**config.mk**
```make
export PLATFORM = sky130hd
export DESIGN_NAME = enable_pulse_gen
export DESIGN_NICKNAME = d
export VERILOG_FILES = /design/src/rtl/enable_pulse_gen_pkg.sv /design/src/rtl/enable_pulse_gen_prescaler.sv /design/src/rtl/enable_pulse_gen.sv
export SDC_FILE = /design/constraint.sdc
export NUM_CORES = 1
export LEC_CHECK = 0
export CAP_MARGIN = 20
export CORE_MARGIN = 2
export CORE_UTILIZATION = 33
export DETAILED_ROUTE_END_ITERATION = 10
export GPL_TIMING_DRIVEN = 0
export HOLD_SLACK_MARGIN = 0.02
export PLACE_DENSITY = 0.61
export SETUP_SLACK_MARGIN = 0.05
export SLEW_MARGIN = 20
export SYNTH_ARGS = -nofsm -noshare
export SYNTH_HDL_FRONTEND = slang
export SYNTH_HIERARCHICAL = 1
export SYNTH_SLANG_ARGS = --single-unit
```
**constraint.sdc**
```tcl
create_clock -name clk -period 4.74 [get_ports clk]
set_clock_uncertainty 0.2 [all_clocks]
set_input_delay 0.948 -clock clk [delete_from_list [all_inputs] [get_ports clk]]
set_output_delay 0.948 -clock clk [all_outputs]
set_load 0.005 [all_outputs]
```
**src/rtl/enable_pulse_gen_pkg.sv**
```systemverilog
// enable_pulse_gen_pkg: shared state encoding and default widths for the enable pulse generator
package enable_pulse_gen_pkg;
  localparam int DEF_DIV_W   = 8;
  localparam int DEF_BURST_W = 8;
  typedef enum logic [1:0] {IDLE, RUN, DONE} state_e;
endpackage

```
**src/rtl/enable_pulse_gen_prescaler.sv**
```systemverilog
// enable_prescaler: loadable down-counter that reloads on zero and flags tick while at zero
//   clk, rst_n       clock, asynchronous active-low reset
//   load_i           force counter to load_val_i (wins over run_i)
//   load_val_i       value used for explicit loads and for reload-on-zero
//   run_i            count down / reload while high, hold while low
//   tick_o           counter is zero (registered decode)
module enable_prescaler #(
  parameter int W = 8
) (
  input  logic         clk,
  input  logic         rst_n,
  input  logic         load_i,
  input  logic [W-1:0] load_val_i,
  input  logic         run_i,
  output logic         tick_o
);
  logic [W-1:0] cnt_q, cnt_d;
  assign tick_o = cnt_q == '0;
  always_comb cnt_d = (load_i || (run_i && tick_o)) ? load_val_i :
                      run_i ? cnt_q - W'(1) : cnt_q;
  always_ff @(posedge clk or negedge rst_n) begin
    if (!rst_n) cnt_q <= '0;
    else        cnt_q <= cnt_d;
  end
endmodule

```
**src/rtl/enable_pulse_gen.sv**
```systemverilog
// enable_pulse_gen: programmable-period enable strobe generator with optional finite burst
//   clk, rst_n       clock, asynchronous active-low reset
//   start_i, stop_i  run control, sampled each edge; stop always wins
//   div_i            enable period in cycles (0 treated as 1), latched at start
//   burst_len_i      enables per run (0 = continuous), latched at start
//   enable_o         single-cycle strobe to the downstream counter
//   busy_o           high while running
//   done_o           single-cycle pulse after a burst completes (not after stop)
//   pulse_cnt_o      enables issued in the current / last run
// Optional macro ENABLE_PULSE_GEN_RETRIGGER_EN: start while running restarts the run.
module enable_pulse_gen
  import enable_pulse_gen_pkg::*;
#(
  parameter int DIV_W   = DEF_DIV_W,
  parameter int BURST_W = DEF_BURST_W
) (
  input  logic               clk,
  input  logic               rst_n,
  input  logic               start_i,
  input  logic               stop_i,
  input  logic [DIV_W-1:0]   div_i,
  input  logic [BURST_W-1:0] burst_len_i,
  output logic               enable_o,
  output logic               busy_o,
  output logic               done_o,
  output logic [BURST_W-1:0] pulse_cnt_o
);
  state_e             state_q, state_d;
  logic [DIV_W-1:0]   div_q, div_d, div_eff, load_val;
  logic [BURST_W-1:0] burst_q, burst_d, cnt_q, cnt_d;
  logic               load, tick, last;

  assign div_eff     = div_i == '0 ? DIV_W'(1) : div_i;
  // explicit loads take the fresh input period, reload-on-zero the latched one
  assign load_val    = load ? div_eff - DIV_W'(1) : div_q - DIV_W'(1);
  assign busy_o      = state_q == RUN;
  assign enable_o    = busy_o && tick;
  assign done_o      = state_q == DONE;
  assign pulse_cnt_o = cnt_q;
  assign last        = burst_q != '0 && cnt_q == burst_q - BURST_W'(1);

  enable_prescaler #(.W(DIV_W)) u_presc (
    .clk       (clk),
    .rst_n     (rst_n),
    .load_i    (load),
    .load_val_i(load_val),
    .run_i     (busy_o),
    .tick_o    (tick)
  );

  always_comb begin
    state_d = state_q;
    div_d   = div_q;
    burst_d = burst_q;
    cnt_d   = enable_o ? cnt_q + BURST_W'(1) : cnt_q;
    load    = 1'b0;
    case (state_q)
      IDLE: if (start_i && !stop_i) begin
        state_d = RUN;
        load    = 1'b1;
        div_d   = div_eff;
        burst_d = burst_len_i;
        cnt_d   = '0;
      end
      RUN: if (stop_i) state_d = IDLE;
`ifdef ENABLE_PULSE_GEN_RETRIGGER_EN
      // restart: a strobe issued this cycle is not credited to the new run
      else if (start_i) begin
        load    = 1'b1;
        div_d   = div_eff;
        burst_d = burst_len_i;
        cnt_d   = '0;
      end
`endif
      else if (enable_o && last) state_d = DONE;
      default: state_d = IDLE;
    endcase
  end

  always_ff @(posedge clk or negedge rst_n) begin
    if (!rst_n) begin
      state_q <= IDLE;
      div_q   <= DIV_W'(1);
      burst_q <= '0;
      cnt_q   <= '0;
    end else begin
      state_q <= state_d;
      div_q   <= div_d;
      burst_q <= burst_d;
      cnt_q   <= cnt_d;
    end
  end
endmodule

```
Word level (Yosys, flattened, before mapping)
Cells that the tools add are included.
Word-level totals
  bits in registers: 34
  input port bits: 20
  output and inout port bits: 11
  logic and storage cells: 41
Operators by class
  $add $sub $neg: 5
  equal/unequal tests: 5
  muxes and demuxes: 13
  reductions and logical operators: 13
Operators by type and width (number)
  $mux W8: 7
  $sub A8 B1 Y8 const B: 4
  $logic_not A8 Y1: 2
  $add A8 B1 Y8 const B: 1
  $eq A8 B8 Y1: 1
  $reduce_bool A8 Y1: 1
  $mux W2: 3
  $logic_and A1 B1 Y1: 4
  $pmux W2 S2: 1
  $reduce_and A2 Y1: 2
  $ne A3 B3 Y1 const B: 1
  $eq A2 B1 Y1 const B: 1
  $eq A2 B2 Y1 const B: 1
  $logic_not A2 Y1: 1
  $mux W1: 2
  $ne A2 B2 Y1 const B: 1
  $reduce_bool A2 Y1: 1
  $logic_not A1 Y1: 1
  $logic_or A1 B1 Y1: 1

Longest topological paths before layout
Gate-level depths: netlist (run 1).
  depth after elaboration: 7
  depth in mapped cells: 11
  depth with buffers taken out: 10

Cells and area by module
The synthesis (run 1) kept the hierarchy.
Modules (own cells, without submodules)
  enable_pulse_gen: times used 1, cells each 155, area each 1560.2 um2
  enable_prescaler: times used 1, cells each 63, area each 564.3 um2

Worst setup path after synthesis (run 1)
OpenSTA, ideal clock, no wires.
  path type: input -> register
  from: input stop_i
  to: register u_presc.cnt_q[6]
  data arrival time: 2.858 ns
  required time: 4.414 ns
  setup slack: 1.556 ns
  stages: 10
  path buffers: 3
  path through: nor4b_2 -> buf_4 -> buf_2 -> buf_2 -> mux2i_1 -> ha_1 -> nor2b_1 -> nand3_1 -> xnor2_1 -> o32a_1
On the way
  cells in the longest elaborated chain, start to end: 6
RTL lines
  start: declaration: RTL line enable_pulse_gen.sv:20  | input logic stop_i,
  $logic_not A1 Y1: RTL line enable_pulse_gen.sv:58  | IDLE: if (start_i && !stop_i) begin
  $logic_and A1 B1 Y1: RTL line enable_pulse_gen.sv:58
  $mux W1: RTL line enable_pulse_gen.sv:58
  $mux W1: RTL line enable_pulse_gen.sv:57  | case (state_q)
  $mux W8: RTL line enable_pulse_gen.sv:35  | assign load_val = load ? div_eff - DIV_W'(1) : div_q - DIV_W'(1);
  via load_val[6]: RTL line enable_pulse_gen.sv:29  | logic [DIV_W-1:0] div_q, div_d, div_eff, load_val;
  $mux W8: RTL line enable_pulse_gen_prescaler.sv:19  | always_comb cnt_d = (load_i || (run_i && tick_o)) ? load_val_i :
  end signal: assignment: RTL line enable_pulse_gen_prescaler.sv:23  | else cnt_q <= cnt_d;
  end: declaration: RTL line enable_pulse_gen_prescaler.sv:17  | logic [W-1:0] cnt_q, cnt_d;
The timed path passes the listed nets, and every way through them passes these cells.
A chain may end at the register's enable or synchronous reset.

Final worst setup path (run 1)
Ends and elaborated chain as after synthesis.

==> impl_metrics.csv, run 1 <==
group,metric,value,unit
status,status,"finished, final reports clean",
route,antenna_left,0,
sta,min_period_over_period,0.798,
clocking,cts_buffers,5,
sta,relSlewSlack,0.648,
clocking,clock_sinks,34,
global_route,grt_max_degree,22,
global_route,track_usage,0.141,
place,gp_congestion,0.819,
clocking,cts_max_path_buffers,2,
setup_path,path_common_cell,"buf_2",
sta,holdWs,314,ps
place,place_inst,326,
sta,finalSetupTns,0,ps
place,dp_slack,613,ps
clocking,cts_tree,"built",
setup_path,slowest_stage,"clkdlybuf4s50_1",
finish,area_delta_synth_final,25.1,%
clocking,holdBufCountCts,0,
yosys,synth.most_common_cell,"dfrtp_1",
yosys,async_flop_share,1.00,
yosys,synth_top_flop_cell,"dfrtp_1",
sta,clock.fmax,264,MHz
clocking,post-cts-setup-buffers,0,
place,io_buffers,30,
setup_path,max_stage_delay,490,ps
floorplan,die_h,84.2,um
setup_path,worst_setup_path_end_kind,"flip-flop",
global_route,grt_pass1_vias,1701,
yosys,synth_common_cells,"33 x dfrtp_1, 21 x nor2_1, 16 x inv_1",
yosys,ys_types,54,
finish,fin_cells,334,
sta,drv_slew,0,
route,drcViolationCount,0,
pwr,power_density,387,nW/um^2
floorplan,core-area,6280,um^2
floorplan,dieArea,7100,um^2
yosys,synth_area_leaders,"dfrtp_1 39%, xor2_1 4.9%, mux2_2 4.8%",
worst_hold_path,worstHoldPathType,"flip-flop to flip-flop",
route,totalWireLength,4.68,mm
sta,rsz0062_at_grt,"false",
yosys,synth_top_area_share,0.389,
yosys,yosysSeqAreaShare,0.401,
setup_path,cp.arrival,3760,ps
route,dr.first_iter.drc_count,42,
setup_path,crit_type,"input port to flip-flop",
yosys,synth_top_area_cell,"dfrtp_1",
clocking,path_clk_slew,80,ps
pwr,finalPower,1.03,mW
setup_path,cp_data_required_time,4720,ps
route,routed_via_density,5.11,
global_route,grt_pass1_wl,8.10,mm
clocking,root_buffer,"clkbuf_8",
setup_path,cp-start-kind,"input port",
route,first_pass_iters,5,
yosys,syn-cell-area,2120,um^2
sta,setup_ws,957,ps
finish,drive_above_1_share,0.148,
route,route.detailed.wl_per_inst,14.0,um
yosys,synth.net_count,244,
floorplan,ios,31,
floorplan,rows,29,
flow_run,drv_cap,0,
clocking,cts-resized-gates,0,
setup_path,crit_chain,"clkdlybuf4s50_1 -> nor4b_2 -> buf_4 -> buf_2 -> buf_2 -> mux2i_1 -> ha_1 -> nor2b_1 -> nand3_1 -> xnor2_1 -> o32a_1",
finish,nets,282,
sta,worst_pin_slew,523,ps
yosys,synth.avg_cell_area,9.75,um^2
sta,fin_crit,3780,ps
route,vias,1708,
place,hpwl,3.54,mm
setup_path,crit_fanout,10,
sta,finalSetupViolations,0,
yosys,yosys_warnings,6,
yosys,synth-edff-count,0,
clocking,clk_latency,290,ps
finish,diodes,0,
setup_path,reg2reg_setup_slack,1730,ps
global_route,antenna_found_initial,0,
yosys,ys_seq_elements,34,
pwr,vdd_ir_drop_max,0.242,mV
yosys,synth_cells,218,
global_route,overflow,0,
pwr,p_leak,1.10,nW
floorplan,fp.dieW,84.2,um
floorplan,start_util,0.338,
clocking,cts_htree_levels,2,
sta,final_hold_viol_count,0,
cell usage in the layout, fill, tap and decap left out, types with 2 or more instances in the layout:
| cell type | instances |
|---|---|
| nand3_2 | 2 |
| dfrtp_1 | 33 |
| inv_1 | 16 |
| mux2i_1 | 8 |
| or3_1 | 2 |
| clkbuf_8 | 5 |
| nor3_1 | 12 |
| buf_6 | 2 |
| buf_2 | 5 |
| clkbuf_1 | 2 |
| o221ai_1 | 2 |
| nand2_1 | 11 |
| a22oi_1 | 3 |
| xnor2_1 | 9 |
| xor2_1 | 12 |
| nand3_1 | 5 |
| nor2_1 | 21 |
| ha_1 | 6 |
| nand4_1 | 4 |
| mux2_2 | 9 |
| o21ai_0 | 8 |
| nor2b_1 | 3 |
| o32a_1 | 2 |
| clkinvlp_4 | 2 |
| a21oi_1 | 10 |
| clkdlybuf4s50_1 | 29 |
| nor4b_2 | 2 |
per-stage QoR:
stage,instance area (um^2),utilization
2_1_floorplan,2120,-
3_3_place_gp,2520,0.402
3_5_place_dp,2540,0.405
4_1_cts,2660,0.423
5_1_grt,2660,0.423
6_report,2660,0.423
report_power, final:
group          switching, mW  internal, mW
clock network          0.118         0.156
registers             0.0749         0.352
logic                  0.169         0.158
critical path, delay by kind of cell:
family | cells | cell delay, ps
fa+ha+maj | 1 | 220
buf+inv | 4 | 1260
simple gates | 3 | 720
xor+xnor | 1 | 150
compound gates | 1 | 170
mux | 1 | 280
layout make-up:
cell class / instances / area, um^2
fill: 637 / 3620
multi-input combinational: 159 / 1150
sequential: 34 / 852
timing repair buffer: 31 / 323
tap: 77 / 96.3
clock buffer: 5 / 68.8
inverter: 16 / 60.1
buffer: 9 / 57.6
clock inverter: 3 / 45.0
final timing paths:
kind / startpoint / endpoint / cells past startpoint
setup / recovery: stop_i / u_presc/cnt_q[6] / 11
hold reg to reg: div_q[7] / div_q[7] / 1
max in group asynchronous: rst_n / div_q[0] / 2
setup reg to reg: state_q[1] / u_presc/cnt_q[6] / 10
min in group asynchronous: rst_n / u_presc/cnt_q[1] / 1
hold / removal: div_q[7] / div_q[7] / 1
routing by layer:
metal  vias up  GRT usage  wire length, um
li1        848          -                -
met1       818      0.190             2290
met2        33      0.227             2150
met3         9     0.0334              165
met4         0     0.0396               70
met5         -          0                0
state kept, by name (all words and copies together), names as in the netlist:
register and count:
burst_q 8, state_q 2, pulse_cnt_o 8, div_q 8
u_presc/cnt_q 8
logic make-up after synthesis:
family,Yosys count,share of synthesized area
fa+ha+maj,6,0.0353
compound gates,39,0.130
mux,17,0.0854
xor+xnor,21,0.0866
flops,34,0.401
buf+inv,25,0.0554
simple gates,76,0.207
Note: power is estimated with default switching activity, not from simulation.
==> run 2: changes to the inputs <==
- clock period: 4.74 -> 3.7 ns (I/O delays scaled with it)
==> run 2 against run 1 <==
  * Power up 29%
  * Worst hold slack lost 150 ps
  * Combinational power grew 29%
  * First-iteration DRC count grew 4.8%
  * Worst setup slack got worse by 650 ps
  * Sequential power increased by 29%
  * Clock-buffer cell count unchanged
==> impl_metrics.csv, run 2 (same netlist as run 1, synthesis figures left out) <==
group,metric,value,unit
status,status,"finished, final reports clean",
setup_path,max_stage_delay,500,ps
route,dr.first_iter.drc_count,44,
finish,drive_above_1_share,0.145,
route,vias,1699,
setup_path,cp.arrival,2450,ps
floorplan,rows,29,
finish,final_cell_mix,"33 x dfrtp_1, 29 x clkdlybuf4s50_1, 21 x nor2_1, 16 x inv_1",
finish,fin_cells,333,
flow_run,drv_cap,0,
sta,finalSetupViolations,0,
setup_path,cp-start-kind,"flip-flop",
setup_path,cp-startpoint,"u_presc/cnt_q[0]",
finish,area_delta_synth_final,25.8,%
floorplan,fp.dieW,84.2,um
pwr,p_seq_frac,0.416,
sta,final_hold_viol_count,0,
floorplan,core-area,6280,um^2
floorplan,ios,31,
global_route,antenna_found_initial,0,
sta,rsz0062_at_grt,"false",
place,hpwl,3.54,mm
global_route,grt_pass1_vias,1701,
clocking,cts_htree_levels,2,
global_route,track_usage,0.141,
setup_path,crit_type,"flip-flop to output pin",
route,antenna_left,0,
clocking,post-cts-setup-buffers,0,
global_route,grt_pass1_wl,8.10,mm
route,drcViolationCount,0,
floorplan,start_util,0.338,
pwr,pwr-share-comb,0.320,
route,routed_via_density,5.10,
finish,nets,281,
pwr,p_int,0.859,mW
pwr,p_leak,1.11,nW
sta,finalSetupTns,0,ps
place,place_inst,326,
clocking,cts_max_path_buffers,2,
place,dp_slack,-219,ps
global_route,grt_max_degree,22,
sta,fin_crit,3390,ps
clocking,cts_tree,"built",
global_route,overflow,0,
clocking,clk_latency,290,ps
clocking,holdBufCountCts,0,
pwr,switching_share,0.351,
finish,final_common_cell,"dfrtp_1",
route,first_pass_iters,4,
setup_path,cp_data_required_time,2760,ps
sta,min_period_over_period,0.917,
sta,clock.fmax,295,MHz
place,gp_congestion,0.819,
clocking,clock_sinks,34,
floorplan,die_h,84.2,um
clocking,path_clk_slew,80,ps
clocking,cts_buffers,5,
floorplan,dieArea,7100,um^2
clocking,root_buffer,"clkbuf_8",
pwr,power_density,495,nW/um^2
setup_path,crit_chain,"inv_1 -> ha_1 -> nor4b_4 -> nand2_1 -> inv_1 -> and2_1 -> buf_6 -> clkdlybuf4s50_1",
sta,drv_slew,0,
finish,diodes,0,
setup_path,worst_setup_path_end_kind,"output pin",
setup_path,crit_fanout,8,
pwr,pwr-share-clk,0.264,
setup_path,path_common_cell,"inv_1",
setup_path,slowest_stage,"clkdlybuf4s50_1",
sta,worst_pin_slew,500,ps
setup_path,reg2reg_from,"u_presc/cnt_q[0]",
sta,setup_ws,309,ps
pwr,vdd_ir_drop_max,0.338,mV
clocking,cts-resized-gates,0,
pwr,p_switching,0.464,mW
route,totalWireLength,4.61,mm
worst_hold_path,worstHoldPathType,"input port to asynchronous set/reset pin",
sta,relSlewSlack,0.664,
route,route.detailed.wl_per_inst,13.8,um
place,io_buffers,30,
## run 2: worst paths after layout
kind,to,slack (ps),cells past startpoint
max in group asynchronous,div_q[0],2630,2
hold / removal,pulse_cnt_o[2],160,1
setup / recovery,enable_o,310,8
min in group clk,div_q[7],310,1
hold reg to reg,div_q[7],310,1
setup reg to reg,state_q[0],910,11
## run 2: cell type report
class                      instances  area [um^2]
multi-input combinational        159         1170
fill                             632         3600
clock buffer                       5         68.8
sequential                        34          852
timing repair buffer              31          323
inverter                          16         60.1
tap                               77         96.3
buffer                             8         55.1
clock inverter                     3         45.0
## run 2: stage by stage
stage / power [mW] / utilization / cell area, um^2 / hold slack [ps]
global route: 1.43 / 0.426 / 2670 / 174
detailed placement: 0.971 / 0.405 / 2540 / 304
CTS: 1.33 / 0.423 / 2660 / 168
global placement: 0.960 / 0.402 / 2520 / 296
floorplan: 0.845 / - / 2120 / 244
finish: 1.32 / 0.426 / 2670 / 160
## run 2: metal layers
metal,vias to the layer above,routed length [um],track usage
li1,848,-,-
met1,813,2220,0.190
met2,29,2160,0.227
met3,9,158,0.0334
met4,0,69,0.0396
met5,-,0,0
## run 2: worst max-delay path: cells and delay by family (launching register included)
kind / cells / cell delay, ps
simple gates: 3 / 600
buf+inv: 4 / 920
fa+ha+maj: 1 / 180
flops: 1 / 460
## run 2: power groups by stage
| stage | Sequential, mW | Combinational (mW) | Clock [mW] |
|---|---|---|---|
| floorplan | 0.527 | 0.319 | 0 |
| global placement | 0.552 | 0.408 | 0 |
| detailed placement | 0.550 | 0.421 | 0 |
| CTS | 0.545 | 0.423 | 0.359 |
| global route | 0.568 | 0.482 | 0.378 |
| finish | 0.550 | 0.423 | 0.350 |
